### src/rtl/brick_pkg.sv
// Shared types and helpers for the brick field scorer: FSM states and the
// ball-cell to brick-index mapping.
package brick_pkg;

    typedef enum logic [2:0] {
        IDLE    = 3'd0,
        PLAY    = 3'd1,
        MISS    = 3'd2,
        CLEARED = 3'd3,
        OVER    = 3'd4
    } state_t;

    localparam int IDX_W = 16;

    typedef struct packed {
        logic             valid;
        logic [IDX_W-1:0] idx;
        logic [IDX_W-1:0] row_off;
    } brick_loc_t;

    function automatic int hp_width(input int hits);
        return $clog2(hits + 1);
    endfunction

    // Maps a grid cell to a brick; valid is low outside the brick area.
    function automatic brick_loc_t brick_locate(input int row, input int col,
                                                input int top_row, input int rows,
                                                input int cols, input int brick_w);
        brick_loc_t loc;
        loc.valid   = (row >= top_row) && (row < top_row + rows) && (col < cols * brick_w);
        loc.row_off = IDX_W'(row - top_row);
        loc.idx     = IDX_W'((row - top_row) * cols + col / brick_w);
        return loc;
    endfunction

endpackage

### src/rtl/brick_field_mem.sv
// Per-brick hit-point array with bulk reload, single-brick decrement and
// look-ahead flags used by the scorer for scoring and last-brick detection.
module brick_field_mem
    import brick_pkg::*;
#(
    parameter int ROWS = 7,
    parameter int COLS = 8,
    parameter int HITS = 2
) (
    input  logic                 clock,
    input  logic                 reset,
    input  logic                 reload,
    input  logic                 dec_en,
    input  logic [IDX_W-1:0]     dec_idx,
    output logic [ROWS*COLS-1:0] bricks_alive,
    output logic                 sel_alive,
    output logic                 dec_to_zero,
    output logic                 any_alive_after_dec
);

    localparam int N    = ROWS * COLS;
    localparam int HP_W = hp_width(HITS);

    logic [HP_W-1:0] r_hp [N];
    logic [N-1:0]    w_sel;
    logic [N-1:0]    w_kill;

    always_comb begin
        for (int i = 0; i < N; i++) begin
            w_sel[i]        = (dec_idx == IDX_W'(i));
            bricks_alive[i] = (r_hp[i] != '0);
            w_kill[i]       = dec_en && w_sel[i] && (r_hp[i] == HP_W'(1));
        end
    end

    assign sel_alive           = |(bricks_alive & w_sel);
    assign dec_to_zero         = |w_kill;
    assign any_alive_after_dec = |(bricks_alive & ~w_kill);

    // NOTE: the hp array is a small register file, not RAM, so it takes the
    // async reset like any other state; an empty field must be visible at once.
    always_ff @(posedge clock or posedge reset) begin
        if (reset) begin
            for (int i = 0; i < N; i++) r_hp[i] <= '0;
        end else if (reload) begin
            for (int i = 0; i < N; i++) r_hp[i] <= HP_W'(HITS);
        end else begin
            for (int i = 0; i < N; i++) begin
                if (dec_en && w_sel[i] && r_hp[i] != '0)
                    r_hp[i] <= r_hp[i] - 1'b1;
            end
        end
    end

endmodule

### src/rtl/brick_field_scorer.sv
// Game sequencer for a multi-hit brick field: collision resolution, row-weighted
// saturating score, lives, level counter and the registered hit pulse.
module brick_field_scorer
    import brick_pkg::*;
#(
    parameter int ROWS      = 7,
    parameter int COLS      = 8,
    parameter int BRICK_W   = 2,
    parameter int TOP_ROW   = 1,
    parameter int FLOOR_ROW = 11,
    parameter int HITS      = 2,
    parameter int LIVES     = 3,
    parameter int SCORE_W   = 10,
    parameter int POS_W     = 4,
    localparam int LIVES_W  = $clog2(LIVES + 1)
) (
    input  logic                 clock,
    input  logic                 reset,
    input  logic                 start,
    input  logic                 ball_valid,
    input  logic [POS_W-1:0]     ball_row,
    input  logic [POS_W-1:0]     ball_col,
    output logic [ROWS*COLS-1:0] bricks_alive,
    output logic                 hit,
    output logic [SCORE_W-1:0]   score,
    output logic [LIVES_W-1:0]   lives,
    output logic [3:0]           level,
    output logic [2:0]           state,
    output logic                 game_over,
    output logic                 level_clear
);

    state_t               r_state, w_next_state;
    logic [SCORE_W-1:0]   r_score;
    logic [LIVES_W-1:0]   r_lives;
    logic [3:0]           r_level;
    logic                 r_hit;

    brick_loc_t           w_loc;
    logic                 w_sel_alive, w_dec_to_zero, w_any_after;
    logic                 w_floor, w_strike, w_new_game, w_new_level;
    logic [SCORE_W:0]     w_sum;
    logic [SCORE_W-1:0]   w_score_sat;

    assign w_loc = brick_locate(int'(ball_row), int'(ball_col), TOP_ROW, ROWS, COLS, BRICK_W);

    // The floor is checked first so a floor row never doubles as a brick row.
    assign w_floor  = (r_state == PLAY) && ball_valid && (ball_row == POS_W'(FLOOR_ROW));
    assign w_strike = (r_state == PLAY) && ball_valid && !w_floor && w_loc.valid && w_sel_alive;

    assign w_sum       = {1'b0, r_score} + (SCORE_W+1)'(ROWS - int'(w_loc.row_off));
    assign w_score_sat = w_sum[SCORE_W] ? '1 : w_sum[SCORE_W-1:0];

    brick_field_mem #(
        .ROWS (ROWS),
        .COLS (COLS),
        .HITS (HITS)
    ) u_mem (
        .clock               (clock),
        .reset               (reset),
        .reload              (w_new_game || w_new_level),
        .dec_en              (w_strike),
        .dec_idx             (w_loc.idx),
        .bricks_alive        (bricks_alive),
        .sel_alive           (w_sel_alive),
        .dec_to_zero         (w_dec_to_zero),
        .any_alive_after_dec (w_any_after)
    );

    always_ff @(posedge clock or posedge reset) begin
        if (reset) r_state <= IDLE;
        else       r_state <= w_next_state;
    end

    // NOTE: every output of this block gets a default first so no latch is inferred.
    always_comb begin
        w_next_state = r_state;
        w_new_game   = 1'b0;
        w_new_level  = 1'b0;
        case (r_state)
            IDLE, OVER: begin
                if (start) begin
                    w_next_state = PLAY;
                    w_new_game   = 1'b1;
                end
            end
            CLEARED: begin
                if (start) begin
                    w_next_state = PLAY;
                    w_new_level  = 1'b1;
                end
            end
            PLAY: begin
                if (w_floor)
                    w_next_state = (r_lives > LIVES_W'(1)) ? MISS : OVER;
                else if (w_strike && !w_any_after)
                    w_next_state = CLEARED;
            end
            MISS: begin
                if (ball_valid && ball_row != POS_W'(FLOOR_ROW))
                    w_next_state = PLAY;
            end
            default: w_next_state = IDLE;
        endcase
    end

    // NOTE: sequential state uses non-blocking assignments only, so every
    // register samples pre-edge values regardless of statement order.
    always_ff @(posedge clock or posedge reset) begin
        if (reset) begin
            r_score <= '0;
            r_lives <= LIVES_W'(LIVES);
            r_level <= '0;
            r_hit   <= 1'b0;
        end else begin
            r_hit <= w_strike;
            if (w_new_game) begin
                r_score <= '0;
                r_lives <= LIVES_W'(LIVES);
                r_level <= '0;
            end else if (w_new_level) begin
                if (r_level != 4'd15) r_level <= r_level + 4'd1;
            end else begin
                if (w_floor)                   r_lives <= r_lives - LIVES_W'(1);
                if (w_strike && w_dec_to_zero) r_score <= w_score_sat;
            end
        end
    end

    assign hit         = r_hit;
    assign score       = r_score;
    assign lives       = r_lives;
    assign level       = r_level;
    assign state       = r_state;
    assign game_over   = (r_state == OVER);
    assign level_clear = (r_state == CLEARED);

endmodule
### config.mk
export PLATFORM = sky130hd
export DESIGN_NAME = brick_field_scorer
export DESIGN_NICKNAME = d
export VERILOG_FILES = /design/src/rtl/brick_pkg.sv /design/src/rtl/brick_field_mem.sv /design/src/rtl/brick_field_scorer.sv
export SDC_FILE = /design/constraint.sdc
export NUM_CORES = 1
export LEC_CHECK = 0
export ABC_AREA = 1
export CAP_MARGIN = 20
export CORE_MARGIN = 10
export CORE_UTILIZATION = 40
export CTS_CLUSTER_DIAMETER = 120
export CTS_CLUSTER_SIZE = 24
export DETAILED_ROUTE_END_ITERATION = 10
export PLACE_DENSITY = 0.71
export REMOVE_ABC_BUFFERS = 1
export SYNTH_ARGS = -nofsm -noshare
export SYNTH_HDL_FRONTEND = slang
export SYNTH_SLANG_ARGS = --single-unit
### constraint.sdc
create_clock -name clock -period 5.8 [get_ports clock]
set_clock_uncertainty 0.2 [all_clocks]
set_input_delay 1.16 -clock clock [delete_from_list [all_inputs] [get_ports clock]]
set_output_delay 1.16 -clock clock [all_outputs]
set_load 0.05 [all_outputs]
==> impl_metrics.csv <==
group,metric,value,unit
status,status,"finished clean",
global_routing,antenna_found_initial,0,
pwr,ir_drop,358.8,uV
pwr,seqPwrFrac,25.8,%
die,die_w,181.3,um
yosys,yosys_register_bits,132,
drt,via_per_inst,5.163,
global_routing,grt_pass1_vias,9434,
yosys,async_flop_share,100.0,%
die,rows,58,
clock_network,cts_made_buffers,17,
die,dieArea,32880,um2
critical_path,critPathMaxStageDelay,0.52,ns
pwr,power_leakage,0.006284,uW
critical_path,cp-end-kind,"flop",
sta,worst_slew_pin_slew,0.8264,ns
global_routing,grt-ovfl-total,0,
yosys,syn_inst,1469,
clock_network,clock_path_buffers,2,
sta,period_needed,4.947,ns
global_routing,track_usage,18.97,%
layout,final_cells,1898,
drt,dr.pass1.iters,5,
sta,min_period_over_period,85.29,%
critical_path,worst-path-buf-inv,7,
yosys,synth_commonest_cells,"inv_1, nand2_1, nand3_1",
clock_network,cts_tree,"built",
pwr,switching_share,48.01,%
placement,dpl.hpwl,24.05,mm
sta,slew_headroom,44.78,%
placement,port_buffers,88,
drt,wl,31.54,mm
yosys,synth_xor_area_share,0.8412,%
clock_network,clk_pin_slew_worst_paths,0.06,ns
drt,ant_nets,0,
layout,fin_util,48.28,%
job,max-cap-violations,0,
yosys,synth.area.top_cells,"dfrtp_1, ha_1, inv_1",
yosys,synth_top_family_by_area,"simple AND/OR/NAND/NOR gates",
critical_path,cpMaxStageDelayCell,"clkdlybuf4s50_1",
die,ioPinCount,90,
sta,setup_viol,0,
hold_path,hp-class,"flop to flop",
layout,nets,1704,
clock_network,root_buffer,"clkbuf_16",
yosys,synth_most_common_cell,"inv_1",
pwr,combPwrFrac,51.4,%
sta,max_freq,202.2,MHz
yosys,synthMuxAreaShare,0,%
placement,dp.cells,1866,
clock_network,htree_levels,4,
clock_network,cts-resized-gates,0,
pwr,intPower,2573,uW
clock_network,cts_hold_buf,0,
yosys,synth_ff_type,"dfrtp_1",
yosys,synth_area_leader_cell,"dfrtp_1",
sta,rsz0062_at_grt,"no",
drt,vias,9799,
global_routing,grt_first_pass_wirelength,50.54,mm
critical_path,worstSetupStartpointType,"input pin",
drt,wire_per_inst,16.62,um
sta,hold_viol_final,0,
layout,drive_gt1_share,5.548,%
yosys,ys_seq_area_share,31.75,%
clock_network,cts_setup_buffers,0,
clock_network,clock-sinks,132,
drt,drt_iter0_drc,860,
pwr,switchingPower,2376,uW
yosys,synth_compound_area_share,11.33,%
drt,drc,0,
sta,drv_slew,0,
global_routing,grt_max_degree,63,
critical_path,critPathTopFamily,"simple AND/OR/NAND/NOR gates",
yosys,yosys.area.top_type_share,31.25,%
die,die_y,181.3,um
die,initial_core_util,40.99,%
yosys,yosys_warnings,0,
clock_network,clk_latency,0.43,ns
die,core,25400,um2
layout,syn_to_final_growth,17.77,%
yosys,synth_area,10410,um2
yosys,synthAdderAreaFrac,16.54,%
yosys,synth_edf_count,0,
yosys,synth_cell_types,40,
pwr,pwr-share-clk,22.8,%
yosys,avgSynthCellArea,7.087,um2
layout,diodes,0,
critical_path,arrival,5.11,ns
layout,final.fill_count,2543,
critical_path,crit_type,"input pin to flop",
critical_path,crit_top_cell,"nand2_1",
critical_path,worstPathRequired,5.96,ns
placement,gp_congestion,0.9793,
yosys,synthSimpleGateAreaFrac,25.97,%
critical_path,cp_max_fo,18,
pwr,p_per_area,403.7,nW/um2
==> area by class of cell <==
class                   count  area [um2]  area share, %
inverters                 313        1182          9.643
clock buffers              18       439.2          3.582
multi-input cells         982        5704          46.52
repair buffers            109        1051          8.571
well taps                 330       412.9          3.367
clock inverters            14       166.4          1.357
flip-flops and latches    132        3306          26.96
==> routing by layer <==
layer	wire (um)	share of wire (%)	track usage, %
met3	2307	7.3	3.516
met5	0	0	0
met4	637	2.0	5.500
met2	14900	47	31.66
met1	13700	43	24.40
==> power groups by stage <==
stage	combinational [uW]	clock [uW]	sequential, uW
after CTS	2550	1150	1280
after detailed placement	2530	0	1290
final	2540	1130	1280
after global routing	2830	1190	1310
after global placement	2470	0	1280
after floorplan	1640	0	1370
==> final timing paths <==
| path | slack [ns] | to | cells past startpoint | startpoint |
|---|---|---|---|---|
| setup reg to reg | 2.37 | score[1] | 17 | state[0] |
| hold / removal | 0.30 | u_mem.r_hp[91] | 2 | u_mem.r_hp[91] |
| min in group asynchronous | 0.97 | score[6] | 2 | reset |
| setup / recovery | 0.85 | score[1] | 27 | ball_row[0] |
| max in group asynchronous | 3.45 | u_mem.r_hp[50] | 3 | reset |
| hold reg to reg | 0.30 | u_mem.r_hp[91] | 2 | u_mem.r_hp[91] |
==> stage by stage <==
| step | power (uW) | hold WS (ns) | setup slack, ns | TNS, ns | cell area (um2) |
|---|---|---|---|---|---|
| floorplan | 3008 | 0.2675 | -0.4223 | -25.06 | 10180 |
| global placement | 3750 | 0.2805 | 0.6361 | 0 | 11660 |
| detailed placement | 3823 | 0.2878 | 0.6100 | 0 | 11660 |
| CTS | 4977 | 0.3011 | 1.009 | 0 | 12260 |
| global route | 5325 | 0.3347 | 0.5904 | 0 | 12260 |
| finish | 4950 | 0.2972 | 0.8533 | 0 | 12260 |
==> flip-flops by register name (all words and copies together), names as in the netlist <==
register and count:
score 10, level 4, hit 1, lives 2, u_mem.r_hp 112, state 3
==> worst register-to-register path, delay by kind of cell, from the launching register on <==
family | cells | cell delay (ns)
simple gates | 10 | 1.54
buf+inv | 6 | 1.04
flops | 1 | 0.42
compound gates | 1 | 0.17
==> cell usage in the layout (no fill, tap or decap), types with 7 or more instances in the layout <==
cell             count
buf_4               20
o21ai_0            155
and3_1              14
o41ai_1              7
nor2_1             133
nand2_1            245
dfrtp_1            130
xor2_1               9
a21oi_1             54
nand3_1            163
clkbuf_16           17
inv_1              305
nand4_1             16
ha_1               136
and2_1               7
clkdlybuf4s50_1     88
nor2_2               8
==> cells by family (layout without fill, tap and decap cells) <==
group | count (synthesis) | count (layout)
xor gates and xnor gates | 10 | 10
adders and majority gates | 137 | 137
buffers and inverters | 355 | 454
AOI/OAI and AO/OA | 226 | 226
DFF | 132 | 132
and+or+nand+nor | 609 | 609
(Power assumes the default switching activity.)
